File: src/rtl/siso_pkg.sv
// Shared types and sizing helpers for the SISO sequencer and its chain.
package siso_pkg;

    typedef enum logic [1:0] {IDLE, CLR, SHIFT, DONE} siso_state_t;

    localparam int DEF_WIDTH = 8;
    localparam int DEF_DEPTH = 4;

    // Counter must hold WIDTH+DEPTH so the last SHIFT index never wraps
    function automatic int CNT_W(input int width, input int depth);
        return $clog2(width + depth + 1);
    endfunction

endpackage

File: src/rtl/siso_seq_ctrl_if.sv
// Parallel-side word handshake between the control logic and the SISO sequencer.
interface siso_seq_ctrl_if
    import siso_pkg::*;
#(
    parameter int WIDTH = DEF_WIDTH
);

    logic [WIDTH-1:0] tx_data;
    logic             tx_valid;
    logic             tx_ready;
    logic [WIDTH-1:0] rx_data;
    logic             rx_valid;
    logic             err;

    modport master (
        output tx_data, tx_valid,
        input  tx_ready, rx_data, rx_valid, err
    );

    modport slave (
        input  tx_data, tx_valid,
        output tx_ready, rx_data, rx_valid, err
    );

endinterface

File: src/rtl/siso_seq_ctrl.sv
// Sequencer: accepts a word, clears the chain, streams it LSB-first and
// compares the bits returned at the chain output against what was sent.
module siso_seq_ctrl
    import siso_pkg::*;
#(
    parameter int WIDTH = DEF_WIDTH,
    parameter int DEPTH = DEF_DEPTH
) (
    input  logic           clk,
    input  logic           clear,
    siso_seq_ctrl_if.slave bus,
    input  logic           abort,
    output logic           busy,
    output logic           sr_clear,
    output logic           sr_en,
    output logic           sr_si,
    input  logic           sr_so
);

    localparam int            CW      = CNT_W(WIDTH, DEPTH);
    localparam logic [CW-1:0] WIDTH_C = CW'(WIDTH);
    localparam logic [CW-1:0] DEPTH_C = CW'(DEPTH);
    localparam logic [CW-1:0] LAST_C  = CW'(WIDTH + DEPTH - 1);

    siso_state_t      state_q;
    siso_state_t      state_d;
    logic [CW-1:0]    cnt_q;
    logic [WIDTH-1:0] tx_sh;
    logic [WIDTH-1:0] rx_sh;
    logic [WIDTH-1:0] rx_data_q;
    logic [WIDTH-1:0] tx_cur;
    logic             err_q;
    logic             rx_valid;
    logic             tx_ready;
    logic             in_flight;

    assign tx_cur    = tx_sh >> cnt_q;
    assign in_flight = (state_q == CLR) || (state_q == SHIFT);

    always_ff @(posedge clk) begin
        if (clear) begin
            state_q <= IDLE;
        end else begin
            state_q <= state_d;
        end
    end

    // Only abort/clear reach sr_clear and tx_ready combinationally; the rest is state-decoded
    always_comb begin
        state_d  = state_q;
        tx_ready = 1'b0;
        busy     = 1'b1;
        sr_en    = 1'b0;
        sr_si    = 1'b0;
        rx_valid = 1'b0;
        sr_clear = clear || (abort && in_flight);
        case (state_q)
            IDLE: begin
                busy     = 1'b0;
                tx_ready = !clear;
                if (bus.tx_valid) begin
                    state_d = CLR;
                end
            end
            CLR: begin
                sr_clear = 1'b1;
                state_d  = abort ? IDLE : SHIFT;
            end
            SHIFT: begin
                sr_en = 1'b1;
                if (cnt_q < WIDTH_C) begin
                    sr_si = tx_cur[0];
                end
                if (abort) begin
                    state_d = IDLE;
                end else if (cnt_q == LAST_C) begin
                    state_d = DONE;
                end
            end
            DONE: begin
                rx_valid = 1'b1;
                state_d  = IDLE;
            end
            default: state_d = IDLE;
        endcase
    end

    // Returned bits enter at the top so the first one lands in bit 0 after WIDTH captures
    always_ff @(posedge clk) begin
        if (clear) begin
            cnt_q     <= '0;
            tx_sh     <= '0;
            rx_sh     <= '0;
            rx_data_q <= '0;
            err_q     <= 1'b0;
        end else begin
            case (state_q)
                IDLE: begin
                    if (bus.tx_valid) begin
                        tx_sh <= bus.tx_data;
                        cnt_q <= '0;
                    end
                end
                SHIFT: begin
                    if (!abort) begin
                        cnt_q <= cnt_q + 1'b1;
                        if (cnt_q >= DEPTH_C) begin
                            rx_sh <= (rx_sh >> 1) | (WIDTH'(sr_so) << (WIDTH - 1));
                        end
                    end
                end
                DONE: begin
                    rx_data_q <= rx_sh;
                    err_q     <= (rx_sh != tx_sh);
                end
                default: ;
            endcase
        end
    end

    assign bus.tx_ready = tx_ready;
    assign bus.rx_valid = rx_valid;
    assign bus.rx_data  = rx_data_q;
    assign bus.err      = err_q;

endmodule

File: src/flat_wrapper.sv
// flat-port wrapper written by rule: the top's interface ports become plain ports
module siso_seq_ctrl_flat import siso_pkg::*;
#(
    parameter int WIDTH = DEF_WIDTH,
    parameter int DEPTH = DEF_DEPTH
)
  (clk, clear, abort, busy, sr_clear, sr_en, sr_si, sr_so, bus_tx_data, bus_tx_valid, bus_tx_ready, bus_rx_data, bus_rx_valid, bus_err);
  siso_seq_ctrl_if #(.WIDTH(WIDTH)) bus_i ();
  input  logic clk;
  input  logic clear;
  input  logic abort;
  output logic busy;
  output logic sr_clear;
  output logic sr_en;
  output logic sr_si;
  input  logic sr_so;
  input wire logic [$bits(bus_i.tx_data)-1:0] bus_tx_data;
  input wire logic [$bits(bus_i.tx_valid)-1:0] bus_tx_valid;
  output wire logic [$bits(bus_i.tx_ready)-1:0] bus_tx_ready;
  output wire logic [$bits(bus_i.rx_data)-1:0] bus_rx_data;
  output wire logic [$bits(bus_i.rx_valid)-1:0] bus_rx_valid;
  output wire logic [$bits(bus_i.err)-1:0] bus_err;
  assign bus_i.tx_data = bus_tx_data;
  assign bus_i.tx_valid = bus_tx_valid;
  assign bus_tx_ready = bus_i.tx_ready;
  assign bus_rx_data = bus_i.rx_data;
  assign bus_rx_valid = bus_i.rx_valid;
  assign bus_err = bus_i.err;
  siso_seq_ctrl #(.WIDTH(WIDTH), .DEPTH(DEPTH)) u_core (.clk(clk), .clear(clear), .bus(bus_i), .abort(abort), .busy(busy), .sr_clear(sr_clear), .sr_en(sr_en), .sr_si(sr_si), .sr_so(sr_so));
endmodule
File: config.mk
export PLATFORM = sky130hd
export DESIGN_NAME = siso_seq_ctrl_flat
export DESIGN_NICKNAME = d
export VERILOG_FILES = /design/src/rtl/siso_pkg.sv /design/src/rtl/siso_seq_ctrl_if.sv /design/src/rtl/siso_seq_ctrl.sv /design/src/flat_wrapper.sv
export SDC_FILE = /design/constraint.sdc
export NUM_CORES = 1
export LEC_CHECK = 0
export ABC_AREA = 1
export BUFFER_PORTS_ARGS = -buffer_cell sky130_fd_sc_hd__buf_4
export CORE_MARGIN = 1.5
export CORE_UTILIZATION = 30
export DETAILED_ROUTE_END_ITERATION = 6
export SETUP_SLACK_MARGIN = 0.3
export SYNTH_ARGS = -nofsm -noshare
export SYNTH_HDL_FRONTEND = slang
export SYNTH_SLANG_ARGS = --single-unit
export TNS_END_PERCENT = 1
File: constraint.sdc
create_clock -name clk -period 1.5 [get_ports clk]
set_clock_uncertainty 0.2 [all_clocks]
set_input_delay 0.15 -clock clk [delete_from_list [all_inputs] [get_ports clk]]
set_output_delay 0.15 -clock clk [all_outputs]
set_load 0.1 [all_outputs]
==> results of run 1 <==
final cells by class:
cell class | count | area [µm²]
multi-input combinational | 140 | 805
timing repair buffer | 62 | 703
tap | 67 | 83.8
sequential | 31 | 639
clock buffer | 7 | 96.3
inverter | 28 | 114
fill | 440 | 2270
clock inverter | 1 | 7.51
repair_timing:
item | 4_1_cts | 5_1_grt
pin swaps | 4 | 2
hold buffers | 9 | 0
endpoints found under the hold margin | 10 | 0
setup endpoints to repair | 45 | 43
buffers inserted | 5 | 1
gates resized for setup | 75 | 14
cell families after synthesis:
group	Yosys count
DFF	31
adders and majority gates	6
AOI/OAI and AO/OA	61
xor gates and xnor gates	2
buffers and inverters	35
and+or+nand+nor	71
routing by layer:
layer  routed length, µm  GRT usage, %  up-vias
li1                    -             -      787
met1                1790          21.0      690
met2                1840          26.2       31
met3                 167          3.31        6
met4                  72          6.29        0
met5                   0             0        -
synth_stat cells:
| cell | n |
|---|---|
| a21oi_1 | 25 |
| a21oi_2 | 2 |
| buf_1 | 1 |
| buf_2 | 2 |
| buf_6 | 1 |
| clkbuf_1 | 2 |
| clkbuf_4 | 1 |
| dfxtp_1 | 31 |
| ha_1 | 6 |
| inv_1 | 28 |
| nand2_1 | 30 |
| nand2_2 | 1 |
| nand3_1 | 8 |
| nand4_1 | 1 |
| nor2_1 | 29 |
| nor3_1 | 2 |
| o21ai_0 | 28 |
| o21ai_1 | 4 |
| o21ai_2 | 2 |
| xnor2_1 | 2 |
worst min-delay path by stage:
stage	end	depth (start not counted)
2_1_floorplan	u_core.cnt_q[1]$_SDFFE_PP0P_	1
3_3_place_gp	u_core.cnt_q[1]$_SDFFE_PP0P_	2
3_5_place_dp	u_core.cnt_q[1]$_SDFFE_PP0P_	2
4_1_cts	u_core.tx_sh[4]$_SDFFE_PP0P_	3
5_1_grt	u_core.tx_sh[4]$_SDFFE_PP0P_	3
6_report	u_core.tx_sh[4]$_SDFFE_PP0P_	3
registers in the layout, summed over array words and instances, names as in the netlist:
signal	cells
u_core.bus.rx_data	8
u_core.state_q	2
u_core.bus.err	1
u_core.rx_sh	8
u_core.tx_sh	8
u_core.cnt_q	4
tightest hold or removal path: stages:
cell	delay [ns]
buf_4	0.07
o21ai_0	0.10
a21oi_1	0.11
report_power, final:
part	internal [mW]	switching, mW	total, mW
combinational	0.591	0.797	1.39
sequential	0.914	0.0852	0.999
clock	0.417	0.311	0.728
total	1.92	1.19	3.11
through the flow:
stage,power (mW),hold slack (ns),setup slack (ns),instance area (µm²),setup TNS (ns)
finish,3.11,-0.00638,-0.196,2450,-1.22
global route,3.27,0.0451,-0.287,2450,-2.57
CTS,3.09,0.00770,-0.195,2420,-1.28
detailed placement,2.06,0.166,-0.0929,1930,-0.165
global placement,2.04,0.166,-0.0591,1930,-0.0793
floorplan,1.74,0.0191,-0.528,1520,-5.63
==> results.json, run 1 <==
{
  "run_status": "complete, but fails checks",
  "violations": "negative hold slack, negative setup slack",
  "clk_latency_worst_skew_pair_ns": 0.28,
  "timing.hold.worst.class": "in2reg",
  "clk_path_buf_depth": 2,
  "reg2reg_from": "u_core.state_q[0]$_SDFFE_PP0P_",
  "fp.coreArea_mm2": 0.00472,
  "fraction_of_layout_cells_with_a_size_suffix_above_1_pct": 37.2,
  "power-per-cell-area_mw_per_mm2": 1270,
  "hold_viol": 1,
  "share_of_cell_area_taken_by_muxes_after_synthesis_pct": 0,
  "final_period_minus_worst_setup_slack_ns": 1.70,
  "finalNonFillerCells": 336,
  "critical_path.top_delay_family": "buffers and inverters",
  "post_synth_xor_area_fraction_pct": 1.20,
  "critPathArrivalTime_ns": 1.35,
  "portBuffers": 27,
  "final_weighted_congestion_of_routability_driven_global_placement": 0.824,
  "timing.critical_path.slowest_stage_cell": "dfxtp_2",
  "maxClockFrequency_mhz": 590,
  "worst_hold_slack_ns": -0.00638,
  "start_kind": "flop",
  "synthesis.area_per_instance_um2": 7.10,
  "critical_path.max_fanout": 3,
  "core_occupancy_in_the_finished_layout_pct": 51.8,
  "worst-r2r-cell-count": 8,
  "tightest_slew_ns": 0.246,
  "max_cap_viol_count": 0,
  "antenna-diode-count": 0,
  "synth.net_count": 225,
  "die_w_um": 72.8,
  "synth_largest_area_cell": "dfxtp_1",
  "worstSetupStartpoint": "u_core.state_q[0]$_SDFFE_PP0P_",
  "detail_route.first_pass.iterations": 4,
  "detailedRoute.firstIterationViolations": 120,
  "synth_warnings": 0,
  "setup.reg_to_reg.worst_slack_ns": -0.10,
  "numCtsBuffers": 5,
  "antenna_found_initial": 0,
  "grt_first_pass_wirelength_um": 6510,
  "area_growth_pct": 67.4,
  "complex_gate_fraction_of_the_synthesized_area_pct": 21.9,
  "largest_family_of_logic_cells_by_synthesized_area": "compound AO/OA/AOI/OAI gates",
  "slowest_stage_delay_on_critical_path_ns": 0.34,
  "cts_max_level": 2,
  "yosys.area_share.simple_pct": 19.4,
  "layout_setup_ws_ns": -0.196,
  "grt_util_all_layers_pct": 16.1,
  "clock_tree_from_tritoncts": "done",
  "num_rows": 25,
  "critPathRequiredTime_ns": 1.15,
  "clkSinkCount": 31,
  "grt_max_degree": 18,
  "detail_route.wirelength_um": 3870,
  "die_area_mm2": 0.00530,
  "most-common-layout-cells": "buf_4 (33), nand2_1 (26), nor2_1 (25)",
  "synthTopCellsByArea": "dfxtp_1 (42%), o21ai_0 (9.6%), a21oi_1 (8.6%)",
  "synth.cell_area_mm2": 0.00146,
  "timing.hold.worst.start": "bus_tx_data[4]",
  "crit_end_category": "output pin",
  "viasPerCell": 4.51,
  "cts_root_buffer": "clkbuf_8",
  "num-nets-final": 287,
  "drc": 0,
  "yosysUniqueCellTypes": 20,
  "peakVddDrop_uv": 432,
  "setup_violations": 13,
  "gr-total-overflow": 0,
  "mostFrequentLayoutCell": "buf_4",
  "syn-instance-count": 206,
  "vias_in_the_first_global_route": 1468,
  "postRouteAntennaNets": 0,
  "detailed_place_hpwl_um": 2810,
  "detail_route.wl_per_cell_um": 11.5,
  "slew_violations": 0,
  "period_share_pct": 113,
  "starting_density_of_the_core_pct": 31.0,
  "worst_slew_margin_rel_pct": 83.6,
  "synth_top_area_share_pct": 42.4,
  "place_inst": 313,
  "crit_end": "bus_tx_ready",
  "timing.setup.critical_path_class": "reg2out",
  "synth.yosys.seq_area_share_pct": 42.4,
  "static-leakage-power_nw": 1.03,
  "num_vias": 1514,
  "path_cells": "inv_4 > ha_4 > clkinvlp_4 > buf_6 > nor2_4 > buf_12",
  "design.portCount": 28,
  "grt_setup_unrepaired": "true",
  "synth_fa_ha_area_share_pct": 5.13,
  "clkTransAtPathRegs_ns": 0.07,
  "die_height_um": 72.8,
  "crit-reg2reg-capture": "u_core.cnt_q[3]$_SDFFE_PP0P_",
  "worst-path-buf-inv": 4,
  "critical_path_cell_count": 6,
  "postSynthRegisterBits": 31
}
(Power assumes the default switching activity.)
==> inputs of run 2 (changes only) <==
==> constraint.sdc (replaced) <==
create_clock -name clk -period 2.05 [get_ports clk]
set_clock_uncertainty 0.2 [all_clocks]
set_input_delay 0.205 -clock clk [delete_from_list [all_inputs] [get_ports clk]]
set_output_delay 0.205 -clock clk [all_outputs]
set_load 0.1 [all_outputs]
==> run 2 against run 1 <==
Critical path type unchanged. Clock-buffer cell count fell by 1. Worst hold slack improved by 0.019 ns. The run now ends clean. Flip-flop and latch count did not move.
==> results.json, run 2 (synthesized netlist as in run 1, its figures left out) <==
{
  "most-common-layout-cells": "nand2_1 (29), nor2_1 (26), o21ai_0 (26), buf_4 (26), dfxtp_1 (26)",
  "worst_hold_slack_ns": 0.0127,
  "clk_path_buf_depth": 2,
  "multi_input_comb_area_um2": 768,
  "dpl-instance-area_mm2": 0.00178,
  "fillers": 498,
  "detail_route.wirelength_um": 3470,
  "antenna-diode-count": 0,
  "final_weighted_congestion_of_routability_driven_global_placement": 0.848,
  "maxClockFrequency_mhz": 575,
  "cts_root_buffer": "clkbuf_8",
  "crit-reg2reg-capture": "u_core.rx_sh[4]$_SDFFE_PP0P_",
  "setup.reg_to_reg.worst_slack_ns": 0.44,
  "clock_tree_from_tritoncts": "done",
  "mostFrequentLayoutCell": "nand2_1",
  "static-leakage-power_nw": 0.833,
  "die_area_mm2": 0.00530,
  "detail_route.first_pass.iterations": 4,
  "peakVddDrop_uv": 319,
  "die_height_um": 72.8,
  "max_cap_viol_count": 0,
  "start_kind": "flop",
  "starting_density_of_the_core_pct": 31.0,
  "num_vias": 1394,
  "worst-r2r-cell-count": 7,
  "run_status": "finished, final reports clean",
  "cts_max_level": 2,
  "antenna_found_initial": 0,
  "fp.coreArea_mm2": 0.00472,
  "detailed_place_hpwl_um": 2580,
  "detail_route.wl_per_cell_um": 11.3,
  "critPathArrivalTime_ns": 1.33,
  "tightest_slew_ns": 0.441,
  "clkSinkCount": 31,
  "critPathRequiredTime_ns": 1.64,
  "place_inst": 295,
  "worstSetupStartpoint": "u_core.state_q[1]$_SDFFE_PP0P_",
  "drc": 0,
  "slew_violations": 0,
  "portBuffers": 27,
  "grt_util_all_layers_pct": 14.3,
  "ff_latch_area_um2": 634,
  "layout.cell_area.non_filler_mm2": 0.00199,
  "timing.hold.worst.class": "in2reg",
  "viasPerCell": 4.54,
  "min_delay_path_depth": 3,
  "hold_viol": 0,
  "grt_first_pass_wirelength_um": 5710,
  "setup_violations": 0,
  "worst_slew_margin_rel_pct": 70.4,
  "design.portCount": 28,
  "reg2reg_from": "u_core.state_q[0]$_SDFFE_PP0P_",
  "num-nets-final": 259,
  "timing.hold.worst.start": "bus_tx_data[2]",
  "timing.setup.critical_path_class": "reg2out",
  "power-per-cell-area_mw_per_mm2": 975,
  "postRouteAntennaNets": 0,
  "vias_in_the_first_global_route": 1300,
  "num_rows": 25,
  "period_share_pct": 84.8,
  "grt_setup_unrepaired": "true",
  "clkTransAtPathRegs_ns": 0.06,
  "area_growth_pct": 36.4,
  "die_w_um": 72.8,
  "crit_end_category": "output pin",
  "fraction_of_layout_cells_with_a_size_suffix_above_1_pct": 25.8,
  "finalNonFillerCells": 307,
  "final_period_minus_worst_setup_slack_ns": 1.74,
  "gr-total-overflow": 0,
  "clk_latency_worst_skew_pair_ns": 0.28,
  "grt_max_degree": 22,
  "numCtsBuffers": 5,
  "final.setup.tns_ns": 0,
  "detailedRoute.firstIterationViolations": 114,
  "worstHoldEndpoint": "u_core.tx_sh[2]$_SDFFE_PP0P_",
  "critical_path.max_fanout": 4
}
## run 2: cell count changes in the layout (fill, tap and decap cells not counted), moves of 2 or more
cell,previous run,this run
dlygate4sd3_1,9,4
o21ai_0,17,26
buf_4,33,26
inv_1,22,24
nand2_1,26,29
buf_6,4,1
o21ai_1,13,6
nand2_2,4,2
inv_2,3,1
dfxtp_2,9,2
dfxtp_1,20,26
buf_12,16,3
## run 2: metrics by stage
step	utilization, %	setup slack, ns	total power, mW
finish	42.2	0.311	1.94
global route	42.2	0.249	2.06
CTS	41.0	0.251	1.91
detailed placement	37.7	0.355	1.42
global placement	37.7	0.376	1.41
floorplan	-	-0.0332	1.27
## run 2: metal layers
layer	part of all wire, %	routed length [µm]	GRT usage, %
met2	45	1570	21.8
met4	2.9	101	8.39
met3	5.5	191	5.25
met5	0	0	0
met1	46	1610	17.2
## run 2: report_power, final
part,internal (mW),switching (mW),leakage (nW)
Combinational,0.235,0.512,0.530
Sequential,0.666,0.0609,0.255
Clock,0.263,0.208,0.0470
Total,1.16,0.781,0.833
## run 2: critical path, cell delays in order (launching register included)
cell	delay, ns
dfxtp_4	0.38
inv_4	0.05
ha_4	0.23
a21oi_2	0.13
nand2_2	0.08
buf_12	0.18
## run 2: final cells by class
type / instances / share of cell area (%)
timing repair buffer: 34 / 15.4
multi-input combinational: 140 / 38.5
tap: 67 / 4.20
clock inverter: 1 / 0.251
sequential: 31 / 31.8
clock buffer: 6 / 4.14
inverter: 28 / 5.71
## run 2: how the worst max path moves through the flow
stage / to / slack [ns] / cells after the start
2_1_floorplan: bus_tx_ready / -0.03 / 4
3_5_place_dp: sr_si / 0.35 / 7
4_1_cts: bus_rx_valid / 0.25 / 2
3_3_place_gp: sr_si / 0.38 / 7
5_1_grt: sr_clear / 0.25 / 5
6_report: sr_clear / 0.31 / 5
## run 2: timing repair
item                                   in CTS  in global routing
resized for setup                          10                 15
pin swaps                                   1                  1
setup endpoints to repair                   4                  8
endpoints found under the hold margin       4                  0
hold buffers                                4                  0
setup buffers                               0                  1
==> inputs of run 3 (changes only) <==
--- a/config.mk
+++ b/config.mk
@@ -5,7 +5,7 @@
 export SDC_FILE = /design/constraint.sdc
 export NUM_CORES = 1
 export LEC_CHECK = 0
-export ABC_AREA = 1
+export ABC_AREA = 0
 export BUFFER_PORTS_ARGS = -buffer_cell sky130_fd_sc_hd__buf_4
 export CORE_MARGIN = 1.5
 export CORE_UTILIZATION = 30
==> constraint.sdc (replaced) <==
create_clock -name clk -period 1.44 [get_ports clk]
set_clock_uncertainty 0.2 [all_clocks]
set_input_delay 0.144 -clock clk [delete_from_list [all_inputs] [get_ports clk]]
set_output_delay 0.144 -clock clk [all_outputs]
set_load 0.1 [all_outputs]
==> run 3 against run 2 <==
The flow now finishes with violations (negative setup slack). Flip-flop and latch count did not move. Non-clock buffer count up 33. Wire length increased by 2.7%. Final cell count down 8.1%. Setup slack got worse by 0.83 ns. Sequential power grew 23%. Critical path depth down 1. Sequential share of layout area fell by 5.9 points. Power up 11%. Clock-buffer cell count is 1 higher. Global-route usage rose by 0.52 points.
==> results.json, run 3 <==
{
  "leading_cell_type_by_number_of_instances_after_synthesis": "dfxtp_1",
  "power-per-cell-area_mw_per_mm2": 867,
  "vias_in_the_first_global_route": 1252,
  "final.setup.tns_ns": -1.92,
  "clock_tree_from_tritoncts": "done",
  "grt_setup_unrepaired": "true",
  "fraction_of_layout_cells_with_a_size_suffix_above_1_pct": 43.4,
  "max_cap_viol_count": 0,
  "dpl-instance-area_mm2": 0.00197,
  "static-leakage-power_nw": 0.951,
  "synth_largest_area_cell": "dfxtp_1",
  "violations": "negative setup slack",
  "start_kind": "flop",
  "detailed_place_hpwl_um": 2400,
  "asyncSetResetFlopFracSynth_pct": 0,
  "yosysUniqueCellTypes": 31,
  "worstSetupStartpoint": "u_core.cnt_q[0]$_SDFFE_PP0P_",
  "numCtsBuffers": 5,
  "syn-instance-count": 160,
  "layout_setup_ws_ns": -0.522,
  "tightest_slew_ns": 0.295,
  "portBuffers": 27,
  "worst_hold_slack_ns": 0.0188,
  "synth_flop_cell": "dfxtp_1",
  "synth.yosys.seq_area_share_pct": 42.7,
  "area_growth_pct": 70.6,
  "min_delay_path_depth": 3,
  "postRouteAntennaNets": 0,
  "antenna-diode-count": 0,
  "detail_route.first_pass.iterations": 2,
  "num_rows": 25,
  "crit_end_category": "output pin",
  "grt_max_degree": 25,
  "p_total_mw": 2.15,
  "ff_latch_area_um2": 642,
  "postSynthRegisterBits": 31,
  "place_inst": 261,
  "setup_violations": 12,
  "finalNonFillerCells": 282,
  "hold_viol": 0,
  "run_status": "complete, but fails checks",
  "clkSinkCount": 31,
  "synthTopCellsByArea": "dfxtp_1 (43%), mux2i_1 (9.0%), a21oi_1 (5.5%)",
  "ys_top_cells_by_count": "dfxtp_1 (31), nor2_1 (19), a21oi_1 (16), nand2_1 (16), mux2i_1 (13)",
  "detailedRoute.firstIterationViolations": 55,
  "cts_max_level": 2,
  "die_height_um": 72.6,
  "detail_route.wirelength_um": 3560,
  "post_cts.repair.setup_buffers": 0,
  "clk_path_buf_depth": 2,
  "starting_density_of_the_core_pct": 31.0,
  "clkTransAtPathRegs_ns": 0.07,
  "most-common-layout-cells": "buf_4 (36), nor2_1 (18), dfxtp_1 (18)",
  "reg2reg_from": "u_core.state_q[1]$_SDFFE_PP0P_",
  "gr-total-overflow": 0,
  "drc": 0,
  "num-nets-final": 246,
  "clk_latency_worst_skew_pair_ns": 0.29,
  "synth_enable_flop_cells": 0,
  "num_vias": 1319,
  "critical_path.max_fanout": 3,
  "grt_first_pass_wirelength_um": 5910,
  "cts_root_buffer": "clkbuf_8",
  "worst_slew_margin_rel_pct": 80.3,
  "synth_top_area_share_pct": 42.7,
  "die_area_mm2": 0.00527,
  "maxClockFrequency_mhz": 510,
  "crit_end": "sr_si",
  "die_w_um": 72.6,
  "final_period_minus_worst_setup_slack_ns": 1.96,
  "layout.cell_area.non_filler_mm2": 0.00248,
  "design.portCount": 28,
  "final_weighted_congestion_of_routability_driven_global_placement": 0.712,
  "grt_util_all_layers_pct": 14.8,
  "critPathArrivalTime_ns": 1.62,
  "period_share_pct": 136,
  "detail_route.wl_per_cell_um": 12.6,
  "peakVddDrop_uv": 582,
  "antenna_found_initial": 0,
  "synthesis.area_per_instance_um2": 9.08,
  "critPathRequiredTime_ns": 1.10,
  "worst-r2r-cell-count": 6,
  "fp.coreArea_mm2": 0.00469,
  "multi_input_comb_area_um2": 898,
  "timing.hold.worst.class": "in2reg",
  "setup.reg_to_reg.worst_slack_ns": -0.08,
  "mostFrequentLayoutCell": "buf_4",
  "synth.cell_area_mm2": 0.00145,
  "timing.setup.critical_path_class": "reg2out",
  "crit-reg2reg-capture": "u_core.cnt_q[0]$_SDFFE_PP0P_",
  "fillers": 422,
  "slew_violations": 0,
  "synth.net_count": 179,
  "viasPerCell": 4.68,
  "synth_warnings": 0
}
-- run 3: how the worst min path moves through the flow --
stage	startpoint	endpoint
floorplan	sr_so	u_core.rx_sh[7]$_SDFFE_PP0P_
global placement	sr_so	u_core.rx_sh[7]$_SDFFE_PP0P_
detailed placement	sr_so	u_core.rx_sh[7]$_SDFFE_PP0P_
CTS	bus_tx_valid	u_core.tx_sh[4]$_SDFFE_PP0P_
global route	bus_tx_valid	u_core.tx_sh[4]$_SDFFE_PP0P_
finish	bus_tx_valid	u_core.tx_sh[4]$_SDFFE_PP0P_
-- run 3: per-layer routing --
metal | vias to the layer above | wire length, µm | part of all wire, % | track usage [%]
met1 | 604 | 1720 | 48 | 19.6
met3 | 8 | 108 | 3.0 | 3.73
met2 | 22 | 1670 | 47 | 22.7
met5 | - | 0 | 0 | 0
li1 | 685 | - | - | -
met4 | 0 | 62 | 1.7 | 6.92
-- run 3: critical path, cell delays in order, from the launching register on --
cell	delay [ns]
dfxtp_4	0.37
mux4_2	0.52
mux2i_4	0.18
nor3b_4	0.08
buf_12	0.17
-- run 3: repair_timing --
item                       4_1_cts  5_1_grt
hold buffers                    13        0
hold endpoints to repair        11        0
setup endpoints to repair       46       46
gates resized for setup         68        7
pin swaps                        4        3
-- run 3: logic make-up (layout without fill, tap and decap cells) --
| logic type | Yosys count | count (layout) | synth area share, % |
|---|---|---|---|
| fa+ha+maj | 6 | 6 | 5.17 |
| xor+xnor | 10 | 10 | 6.03 |
| simple gates | 58 | 58 | 18.4 |
| compound gates | 29 | 29 | 12.0 |
| flops | 31 | 31 | 42.7 |
| buf+inv | 11 | 79 | 3.62 |
| mux | 15 | 15 | 12.1 |
-- run 3: stage by stage --
| step | worst slack (ns) | util (%) |
|---|---|---|
| finish | -0.522 | 52.8 |
| global route | -0.559 | 52.8 |
| CTS | -0.526 | 52.3 |
| detailed placement | -0.366 | 42.1 |
| global placement | -0.363 | 42.1 |
| floorplan | -0.664 | - |
-- run 3: final cells by class --
class	instances	share of cell area, %
Tap cell	54	2.73
Clock buffer	7	3.89
Inverter	4	0.959
Clock inverter	1	0.303
Sequential cell	31	25.9
Timing Repair Buffer	67	30.0
Multi-Input combinational cell	118	36.2
-- run 3: power breakdown --
part	total [mW]	internal, mW	switching, mW
clock network	0.779	0.435	0.345
registers	0.891	0.876	0.0149
logic	0.478	0.222	0.256
total	2.15	1.53	0.616
